### src/rtl/tpu_pkg.sv
// Shared TPU definitions: default operand/array sizes, skew feeder FSM states
// and the lane packing helper used wherever a row vector is sliced per lane.
package tpu_pkg;

  localparam int unsigned DefBitsAb = 8;
  localparam int unsigned DefDim    = 8;

  typedef enum logic [1:0] {
    IDLE   = 2'd0,
    STREAM = 2'd1,
    FLUSH  = 2'd2,
    DONE   = 2'd3
  } skew_state_t;

  // Lane i of a packed row vector starts at bit i*bits.
  function automatic int unsigned lane_lsb(input int unsigned lane, input int unsigned bits);
    return lane * bits;
  endfunction

endpackage

### src/rtl/tpu_skew_lane.sv
// DEPTH-stage, BITS_AB-wide shift register; all stages move together on shift_en_i.
module tpu_skew_lane #(
  parameter int unsigned DEPTH   = 1,
  parameter int unsigned BITS_AB = 8
) (
  input  logic               clk,
  input  logic               rst_n,
  input  logic               shift_en_i,
  input  logic [BITS_AB-1:0] din_i,
  output logic [BITS_AB-1:0] dout_o
);

  logic [DEPTH-1:0][BITS_AB-1:0] stage_q, stage_d;

  always_comb begin
    stage_d = stage_q;
    if (shift_en_i) begin
      stage_d[0] = din_i;
      for (int unsigned s = 1; s < DEPTH; s++) begin
        stage_d[s] = stage_q[s-1];
      end
    end
  end

  always_ff @(posedge clk or negedge rst_n) begin
    if (!rst_n) begin
      stage_q <= '0;
    end else begin
      stage_q <= stage_d;
    end
  end

  assign dout_o = stage_q[DEPTH-1];

endmodule

### src/rtl/tpu_skew_feeder.sv
// Skews a DIM-lane operand row into a diagonal wavefront for the systolic array,
// gating the array enable so array and feeder only advance together.
module tpu_skew_feeder
  import tpu_pkg::*;
#(
  parameter int unsigned BITS_AB = DefBitsAb,
  parameter int unsigned DIM     = DefDim
) (
  input  logic                   clk,
  input  logic                   rst_n,
  input  logic                   in_valid,
  output logic                   in_ready,
  input  logic [DIM*BITS_AB-1:0] in_vec,
  input  logic                   in_last,
  output logic [DIM*BITS_AB-1:0] out_vec,
  output logic                   out_en,
  output logic                   busy,
  output logic                   done
);

  localparam int unsigned CntW = 5;
  localparam logic [CntW-1:0] FlushInit = CntW'((DIM > 1) ? DIM - 2 : 0);

  skew_state_t     state_q, state_d;
  logic [CntW-1:0] flush_cnt_q, flush_cnt_d;
  logic            out_en_q, out_en_d;
  logic            done_q, done_d;
  logic            accept, advance;

  assign accept  = in_valid && in_ready;
  assign advance = accept || (state_q == FLUSH);

  always_comb begin
    state_d     = state_q;
    flush_cnt_d = flush_cnt_q;
    in_ready    = 1'b0;
    unique case (state_q)
      IDLE, STREAM: begin
        in_ready = 1'b1;
        if (in_valid) begin
          if (in_last) begin
            state_d     = (DIM == 1) ? DONE : FLUSH;
            flush_cnt_d = FlushInit;
          end else begin
            state_d = STREAM;
          end
        end
      end
      FLUSH: begin
        if (flush_cnt_q == '0) begin
          state_d = DONE;
        end else begin
          flush_cnt_d = flush_cnt_q - 1'b1;
        end
      end
      DONE:    state_d = IDLE;
      default: state_d = IDLE;
    endcase
  end

  // done lands with the out_en of the final advance of the tile.
  always_comb begin
    out_en_d = advance;
    done_d   = ((state_q == FLUSH) && (flush_cnt_q == '0)) ||
               ((DIM == 1) && accept && in_last);
  end

  always_ff @(posedge clk or negedge rst_n) begin
    if (!rst_n) begin
      state_q     <= IDLE;
      flush_cnt_q <= '0;
      out_en_q    <= 1'b0;
      done_q      <= 1'b0;
    end else begin
      state_q     <= state_d;
      flush_cnt_q <= flush_cnt_d;
      out_en_q    <= out_en_d;
      done_q      <= done_d;
    end
  end

  for (genvar i = 0; i < DIM; i++) begin : g_lane
    logic [BITS_AB-1:0] lane_in, lane_out;

    // Zeros are shifted in while flushing the wavefront.
    assign lane_in = accept ? in_vec[lane_lsb(i, BITS_AB) +: BITS_AB] : '0;

    tpu_skew_lane #(
      .DEPTH  (i + 1),
      .BITS_AB(BITS_AB)
    ) u_lane (
      .clk       (clk),
      .rst_n     (rst_n),
      .shift_en_i(advance),
      .din_i     (lane_in),
      .dout_o    (lane_out)
    );

    assign out_vec[lane_lsb(i, BITS_AB) +: BITS_AB] = out_en_q ? lane_out : '0;
  end

  assign out_en = out_en_q;
  assign done   = done_q;
  assign busy   = (state_q != IDLE);

endmodule
### config.mk
export PLATFORM = sky130hd
export DESIGN_NAME = tpu_skew_feeder
export DESIGN_NICKNAME = d
export VERILOG_FILES = /design/src/rtl/tpu_pkg.sv /design/src/rtl/tpu_skew_lane.sv /design/src/rtl/tpu_skew_feeder.sv
export SDC_FILE = /design/constraint.sdc
export NUM_CORES = 1
export LEC_CHECK = 0
export ABC_AREA = 0
export CAP_MARGIN = 0
export CORE_MARGIN = 2
export CORE_UTILIZATION = 45
export CTS_CLUSTER_SIZE = 8
export DETAILED_ROUTE_END_ITERATION = 6
export GPL_TIMING_DRIVEN = 0
export PLACE_DENSITY = 0.68
export SETUP_SLACK_MARGIN = 0.1
export SLEW_MARGIN = 20
export SYNTH_ARGS = -nofsm -noshare
export SYNTH_HDL_FRONTEND = slang
export SYNTH_HIERARCHICAL = 1
export SYNTH_SLANG_ARGS = --single-unit
### constraint.sdc
create_clock -name clk -period 2 [get_ports clk]
set_input_delay 0.3 -clock clk [delete_from_list [all_inputs] [get_ports clk]]
set_output_delay 0.3 -clock clk [all_outputs]
set_load 0.02 [all_outputs]
==> run metrics, run 1 <==
Worst path max stage delay 0.43 ns; kind of critical path flip-flop to output pin; full die area 30930 µm²; post-route cell area 16670 µm²; Cells after Synth about 850; crit-path cells clkbuf_16 > buf_6 > clkbuf_16 > and2_4 > buf_6; Pins Over Slew Limit 0; post-synthesis adder-cell area fraction 0.0009413; Final Instance Count excl. Fillers 1436; Synth Area in XOR/XNOR 0; Vert. Die Dim 175.9 µm; final setup fails 0; GP Congestion 0.7086; ys async rst share 1.000; WL final approximately 24000 µm; crit start category flip-flop; TritonCTS clock tree built; NetSw 7.366 mW; Post-DP HPWL between 10000 and 15000 µm; first-pass GRT wire length 39470 µm; R2R setup slack 0.17 ns; minimum clock period 1.958 ns; crit share post-route 0.9789; CP top delay family buffers and inverters; leak pwr 8.439 nW; sequential-to-total area share from yosys stat 0.5591; Post-route DRC 0; Avg Synthesized Cell Area between 15 and 20 µm²; hold_ws about 0.31 ns; max cap viols 0; Comb pwr share 0.404; Peak VDD IR 0.7606 mV; area of the mapped netlist 13290 µm²; Worst-path clk slew 0.05 ns; TritonRoute pass-1 iters 4; final hold vios 0; Fin Setup TNS 0 ns; Pwr Total 25.76 mW; main combinational cell family by area after synthesis multiplexers; slew of the pin with the lowest slew margin 0.5164 ns; CP bufs+invs 4; largest net degree at the start of global routing 90; Crit-path slowest cell dfrtp_2; Synth cell types 27; number of global-route vias before repair roughly 7200; placed cell count 1368; Post-DRT Antenna Nets 0; Final Net Count 1118; switching portion of total power 0.2859; Layout area overhead 25.43%; top cells by area, synth dfrtp_1, mux2_4, mux2_2, and2_1, buf_4; clock power share 0.246; clock sink count approximately 300; cell taking the most area after synthesis dfrtp_1; Clock Latency Late Sink about 0.52 ns; most frequent cells in the layout dfrtp_1, mux2_4, and2_1; GRT Util Overall 0.1597; final worst slack about 0.042 ns; fin util 0.5778; initial detailed-routing violation count 222; Die Wd 175.9 µm; share of cells above drive strength 1 0.5228; grt ovf 0; initial core utilization 0.4606; Synth Flop Type dfrtp_1; Fmax 0.5108 GHz; Critical Path Fanout Max 7; post-synthesis simple-gate area fraction 0.06711; Rows 62; Vias 6787; number of buffers created by CTS between 40 and 50; top-area cell type share of the netlist area 0.5591; min-delay worst type input pin to async pin; mux cell area share after synthesis 0.2982; Slew Limit Headroom 0.6550; CTS max path bufs 3; post-synthesis compound-gate area fraction 0.004330; CP Data Required Time 1.70 ns; H-tree depth 2; yosys warns 6; critical path arrival between 1.5 and 2 ns; diode count 0; FILL cells 2319; RSZ-0062 raised after global routing yes; io pins 136; Setup Skew about 0.012 ns; commonest non-fill, non-tap cell in the layout dfrtp_1; total core area 28860 µm²; #FFs+latches synth 297; sequential share of power 0.350; post-place setup slack -0.8565 ns; IO buf count 135; Syn Nets 915; run status finished, final reports clean; root buf cell clkbuf_16; cell-internal power 18.40 mW; endpoint type of the worst setup path output pin; Placement Cell Area between 15000 and 20000 µm²; P per Cell Area 1545 nW/µm²; Post-synth EDFFs 0; DR vias/cell approximately 4.7; initial antenna violation count 0; WL/cell 16.60 µm
==> final cells by class <==
class                   instances  area, µm²  area share
inverters                       4      15.01   0.0009005
well taps                     384      480.5     0.02882
clock buffers                  46       1130     0.06776
clock inverters                 2      28.78    0.001726
multi-input cells             444       5019      0.3010
plain buffers                 102       1089     0.06529
flip-flops and latches        297       7435      0.4459
repair buffers                157       1478     0.08862
==> flip-flops by register name (all words and copies together) (netlist names) <==
signal and cells:
out_en 1, g_lane.u_lane/stage_q 224, state_q 2, done 1
g_lane.u_lane/dout_o 64, flush_cnt_q 5
==> kinds of logic (layout without fill, tap and decap cells) <==
family / count (synthesis) / after routing
mux: 289 / 289
flops: 297 / 297
compound gates: 9 / 9
buf+inv: 106 / 311
simple gates: 144 / 145
fa+ha+maj: 1 / 1
==> power groups by stage <==
stage / sequential (mW) / clock (mW) / combinational [mW]
global placement: 9.02 / 0 / 9.56
detailed placement: 9.08 / 0 / 9.74
floorplan: 8.73 / 0 / 7.75
CTS: 9.03 / 6.54 / 10.4
global route: 9.26 / 6.80 / 11.1
finish: 9.02 / 6.34 / 10.4
==> cell usage after synthesis (all sizes together) (2+ instances only) <==
library cell / number
a22o: 2
clkbuf: 14
inv: 4
buf: 88
nor2b: 2
o21ai: 2
and2: 128
nand2b: 2
mux2: 289
nand2: 5
a21oi: 2
dfrtp: 297
==> timing repair <==
item,CTS,global route
hold endpoints to repair,63,0
setup buffers,11,3
resized for setup,334,60
cloned,6,0
pin swaps,0,0
hold buffers,1,0
setup endpoints to repair,354,109
==> routing by layer <==
metal,global-route usage,up-vias,routed length (µm)
met3,0.02792,41,930
li1,-,3192,-
met5,0,-,0
met1,0.2262,3413,11550
met2,0.2518,141,10890
met4,0.04993,0,458
==> worst reg2reg max path: stages, from the launching register on <==
cell and delay (ns):
dfrtp_1 0.37, inv_1 0.09, ha_2 0.20, or4b_4 0.49, a22o_4 0.26, mux2_4 0.30
==> final timing paths <==
kind | endpoint | depth (start not counted) | start
setup / recovery | out_vec[34] | 5 | out_en$_DFF_PN0_
hold / removal | g_lane[7].u_lane/stage_q[4]$_DFFE_PN0P_ | 2 | rst_n
setup reg to reg | flush_cnt_q[1]$_DFFE_PN0P_ | 5 | flush_cnt_q[0]$_DFFE_PN0P_
hold reg to reg | g_lane[4].u_lane/stage_q[2]$_DFFE_PN0P_ | 1 | g_lane[4].u_lane/stage_q[2]$_DFFE_PN0P_
max in group asynchronous | g_lane[3].u_lane/stage_q[22]$_DFFE_PN0P_ | 4 | rst_n
min in group clk | state_q[1]$_DFFE_PN0P_ | 3 | in_last
(Power assumes the default switching activity.)
==> run 2: changes to the inputs <==
--- a/config.mk
+++ b/config.mk
@@ -5,14 +5,13 @@
 export SDC_FILE = /design/constraint.sdc
 export NUM_CORES = 1
 export LEC_CHECK = 0
-export ABC_AREA = 0
 export CAP_MARGIN = 0
 export CORE_MARGIN = 2
 export CORE_UTILIZATION = 45
 export CTS_CLUSTER_SIZE = 8
 export DETAILED_ROUTE_END_ITERATION = 6
 export GPL_TIMING_DRIVEN = 0
-export PLACE_DENSITY = 0.68
+export PLACE_DENSITY = 0.66
 export SETUP_SLACK_MARGIN = 0.1
 export SLEW_MARGIN = 20
 export SYNTH_ARGS = -nofsm -noshare
==> constraint.sdc (replaced) <==
create_clock -name clk -period 2.29 [get_ports clk]
set_input_delay 0.3435 -clock clk [delete_from_list [all_inputs] [get_ports clk]]
set_output_delay 0.3435 -clock clk [all_outputs]
set_load 0.02 [all_outputs]
==> run metrics, run 2 (same netlist as run 1, synthesis figures left out) <==
endpoint type of the worst setup path output pin; RSZ-0062 raised after global routing no; io pins 136; worst r2r src state_q[1]$_DFFE_PN0P_; Fin Setup TNS 0 ns; initial core utilization 0.4606; CP Data Required Time 1.95 ns; max reg flops 224; area of the multi-input gates 4936 µm²; TritonRoute pass-1 iters 4; RR Endpoint g_lane[7].u_lane/dout_o[0]$_DFFE_PN0P_; Vias 6737; Clock Latency Late Sink 0.51 ns; full die area 30930 µm²; Post-DRT Antenna Nets 0; Post-DP HPWL 14990 µm; R2R setup slack 0.25 ns; critical path arrival ~1.8 ns; initial antenna violation count 0; most frequent cells in the layout dfrtp_1, mux2_4, and2_1; number of buffers created by CTS 43; GRT Util Overall 0.1568; Die Wd 175.9 µm; total core area 28860 µm²; minimum clock period around 2.1 ns; clock sink count 297; Worst-path clk slew 0.05 ns; root buf cell clkbuf_16; number of global-route vias before repair 7386; DR vias/cell about 4.7; Final Net Count 1102; Pwr Total 21.64 mW; CTS max path bufs 3; min-delay worst type input pin to async pin; Most flops, register g_lane.u_lane/stage_q; TritonCTS clock tree built; Critical Path Start out_en$_DFF_PN0_; Critical Path Fanout Max 10; max cap viols 0; run status finished, final reports clean; Post-route DRC 0; H-tree depth 2; P per Cell Area 1323 nW/µm²; WL final around 23000 µm; initial detailed-routing violation count 336; Slew Limit Headroom 0.6430; Pins Over Slew Limit 0; WL/cell about 16 µm; FILL cells 2367; crit share post-route 0.9223; Layout area overhead 23.05%; IO buf count around 140; largest net degree at the start of global routing 91; Worst Reg2Reg Path Length in Cells 7; final setup fails 0; slew of the pin with the lowest slew margin 0.5356 ns; kind of critical path flip-flop to output pin; first-pass GRT wire length 39030 µm; Fmax between 0.4 and 0.5 GHz; share of cells above drive strength 1 0.4545; final hold vios 0; grt ovf 0; commonest non-fill, non-tap cell in the layout dfrtp_1; leak pwr 8.217 nW; Peak VDD IR between 0.6 and 0.7 mV; register area roughly 7400 µm²; crit start category flip-flop; Rows a little over 60; CP endpoint out_vec[12]; GP Congestion 0.7099; Vert. Die Dim 175.9 µm; Setup Skew 0.01438 ns
## run 2: through the flow
stage	instances	setup WS, ns	util	area (µm²)	hold slack [ns]
finish	1419	0.1779	0.5668	16360	0.3848
global route	1418	0.1002	0.5667	16350	0.4226
CTS	1418	0.02226	0.5688	16410	0.3987
detailed placement	1368	-1.153	0.5272	15210	0.3426
global placement	1365	-12.02	0.5242	15130	0.4811
floorplan	846	0.2818	-	13300	0.04791
## run 2: power breakdown
part | switching [mW] | leakage (nW) | internal [mW] | total, mW
sequential | 0.898 | 3.94 | 6.96 | 7.86
clock | 2.06 | 0.540 | 3.29 | 5.34
combinational | 3.24 | 3.73 | 5.20 | 8.44
total | 6.20 | 8.22 | 15.4 | 21.6
## run 2: repair_timing
item	in CTS	in global routing
endpoints found under the setup margin	353	201
buffers inserted	3	0
endpoints found under the hold margin	63	0
hold buffers	1	0
resized for setup	139	24
## run 2: layer usage
| metal | routed length (µm) | share of wire | up-vias | global-route usage |
|---|---|---|---|---|
| met5 | 0 | 0 | - | 0 |
| met1 | 11240 | 0.49 | 3393 | 0.2266 |
| met4 | 454 | 0.020 | 0 | 0.04580 |
| met3 | 993 | 0.043 | 38 | 0.02879 |
| li1 | - | - | 3165 | - |
| met2 | 10410 | 0.45 | 141 | 0.2426 |
## run 2: final cells by class
cell class	instances	area share
clock buffer	44	0.06601
multi-input combinational	443	0.3018
buffer	102	0.05905
tap	384	0.02937
sequential	297	0.4544
antenna	1	0.0001530
inverter	4	0.0009179
timing repair buffer	142	0.08720
clock inverter	2	0.001071
## run 2: worst min-delay path by stage
| stage | depth (start not counted) | startpoint | to |
|---|---|---|---|
| final | 2 | rst_n | g_lane[6].u_lane/stage_q[6]$_DFFE_PN0P_ |
| after detailed placement | 1 | rst_n | g_lane[6].u_lane/stage_q[14]$_DFFE_PN0P_ |
| after CTS | 2 | rst_n | g_lane[6].u_lane/stage_q[6]$_DFFE_PN0P_ |
| after global placement | 1 | g_lane[1].u_lane/stage_q[5]$_DFFE_PN0P_ | g_lane[1].u_lane/dout_o[5]$_DFFE_PN0P_ |
| after floorplan | 0 | rst_n | done$_DFF_PN0_ |
| after global routing | 2 | rst_n | g_lane[6].u_lane/stage_q[6]$_DFFE_PN0P_ |
## run 2: critical path, stage by stage (launching register included)
cell and delay (ns):
dfrtp_2 0.43, clkbuf_16 0.19, clkbuf_2 0.16, and2_1 0.15, dlygate4sd2_1 0.31
==> run 3: changes to the inputs <==
--- a/config.mk
+++ b/config.mk
@@ -6,7 +6,6 @@
 export NUM_CORES = 1
 export LEC_CHECK = 0
 export CAP_MARGIN = 0
-export CORE_MARGIN = 2
 export CORE_UTILIZATION = 45
 export CTS_CLUSTER_SIZE = 8
 export DETAILED_ROUTE_END_ITERATION = 6
==> run metrics, run 3 (same netlist as run 1, synthesis figures left out) <==
WL final 22750 µm; number of global-route vias before repair 7200; Post-DP HPWL 14990 µm; crit-path cells clkbuf_8 > clkbuf_4 > and2_1 > dlygate4sd2_1; Post-DRT Antenna Nets 0; initial detailed-routing violation count around 290; share of cells above drive strength 1 0.4315; root buf cell clkbuf_16; final setup fails 0; Vert. Die Dim 173.9 µm; final worst slack ~0.2 ns; full die area between 30000 and 40000 µm²; run status finished, final reports clean; Crit-path slowest cell dfrtp_1; GP Congestion around 0.74; kind of critical path flip-flop to output pin; worst r2r src state_q[1]$_DFFE_PN0P_; crit share post-route 0.9128; diode count 0; clock sink count 297; P per Cell Area 1324 nW/µm²; leak pwr between 8 and 9 nW; max reg flops approximately 220; Final Instance Count excl. Fillers between 1000 and 1500; initial antenna violation count 2; RR Endpoint g_lane[5].u_lane/dout_o[1]$_DFFE_PN0P_; slew of the pin with the lowest slew margin between 0.4 and 0.5 ns; number of buffers created by CTS 43; Vias roughly 6800; critical path arrival between 1.5 and 2 ns; endpoint type of the worst setup path output pin; crit start category flip-flop; first-pass GRT wire length 38360 µm; Critical Path Fanout Max 10; Final Net Count 1103; Slew Limit Headroom 0.6761; Rows 62; minimum clock period 2.090 ns; Die Wd around 170 µm; Peak VDD IR 0.5945 mV; Most flops, register g_lane.u_lane/stage_q; Worst Reg2Reg Path Length in Cells 7; Clock Latency Late Sink 0.51 ns; Layout area overhead 23.38%; total core area 28860 µm²; CP Data Required Time 1.95 ns; H-tree depth 2; Setup Skew 0.008560 ns; FILL cells 2375; commonest non-fill, non-tap cell in the layout dfrtp_1; final hold vios 0; Post-route DRC 0; Fmax 0.4784 GHz; io pins around 140; Critical Path Start out_en$_DFF_PN0_; GRT Util Overall 0.1577; CTS max path bufs 3; TritonRoute pass-1 iters 4; DR vias/cell around 4.8; placed cell count 1368; Worst-path clk slew 0.05 ns; CP endpoint out_vec[44]; WL/cell roughly 16 µm; post-place setup slack -1.073 ns; TritonCTS clock tree built; Pins Over Slew Limit 0; max cap viols 0; initial core utilization 0.4606; Worst path max stage delay 0.35 ns; grt ovf 0; R2R setup slack 0.23 ns; largest net degree at the start of global routing 102; min-delay worst type input pin to async pin; RSZ-0062 raised after global routing no; IO buf count 135; most frequent cells in the layout dfrtp_1, mux2_4, and2_1
[run 3: critical path, delay by kind of cell, from the launching register on]
kind                   cells  cell delay (ns)
AND/OR/NAND/NOR            1             0.14
buffers and inverters      3             0.76
flip-flops                 1             0.35
[run 3: area by class of cell]
type | instances | area (µm²) | share of cell area
inverter | 4 | 15.01 | 0.0009155
timing repair buffer | 143 | 1444 | 0.08804
buffer | 102 | 954.7 | 0.05821
clock buffer | 46 | 1130 | 0.06889
multi-input combinational | 443 | 4936 | 0.3010
tap | 384 | 480.5 | 0.02930
clock inverter | 1 | 8.758 | 0.0005340
sequential | 297 | 7432 | 0.4532
[run 3: what timing repair did]
| item | CTS | global route |
|---|---|---|
| buffers inserted | 4 | 0 |
| hold buffers | 1 | 0 |
| resized for setup | 86 | 22 |
| pin swaps | 0 | 0 |
| endpoints found under the hold margin | 48 | 0 |
| endpoints found under the setup margin | 353 | 253 |
[run 3: worst min path at each step]
stage	to	slack [ns]	cells past startpoint
after floorplan	done$_DFF_PN0_	0.05	0
after global placement	g_lane[1].u_lane/dout_o[7]$_DFFE_PN0P_	0.48	1
after detailed placement	g_lane[6].u_lane/stage_q[4]$_DFFE_PN0P_	0.29	1
after CTS	g_lane[6].u_lane/stage_q[4]$_DFFE_PN0P_	0.33	2
after global routing	g_lane[6].u_lane/stage_q[4]$_DFFE_PN0P_	0.37	2
final	g_lane[6].u_lane/stage_q[4]$_DFFE_PN0P_	0.33	2
[run 3: routing by layer]
layer  track usage  vias to the layer above  wire [µm]
li1              -                     3165          -
met2        0.2422                      151      10240
met3       0.03114                       39       1030
met4       0.05336                        0        507
met5             0                        -          0
met1        0.2237                     3436      10970
[run 3: stage by stage]
| step | cell area, µm² | hold WS, ns | setup TNS (ns) | power [mW] | util |
|---|---|---|---|---|---|
| floorplan | 13300 | 0.04791 | 0 | 14.39 | - |
| global placement | 15130 | 0.4805 | -3837.51 | 16.23 | 0.5242 |
| detailed placement | 15210 | 0.2927 | -304.35 | 16.43 | 0.5272 |
| CTS | 16390 | 0.3302 | 0 | 22.07 | 0.5678 |
| global route | 16400 | 0.3657 | 0 | 22.93 | 0.5683 |
| finish | 16400 | 0.3340 | 0 | 21.71 | 0.5683 |
[run 3: power by group]
group	leakage, nW	internal (mW)	total (mW)	switching (mW)
clock	0.560	3.42	5.44	2.03
combinational	3.83	5.18	8.42	3.24
sequential	3.94	6.96	7.85	0.888
total	8.34	15.6	21.7	6.15
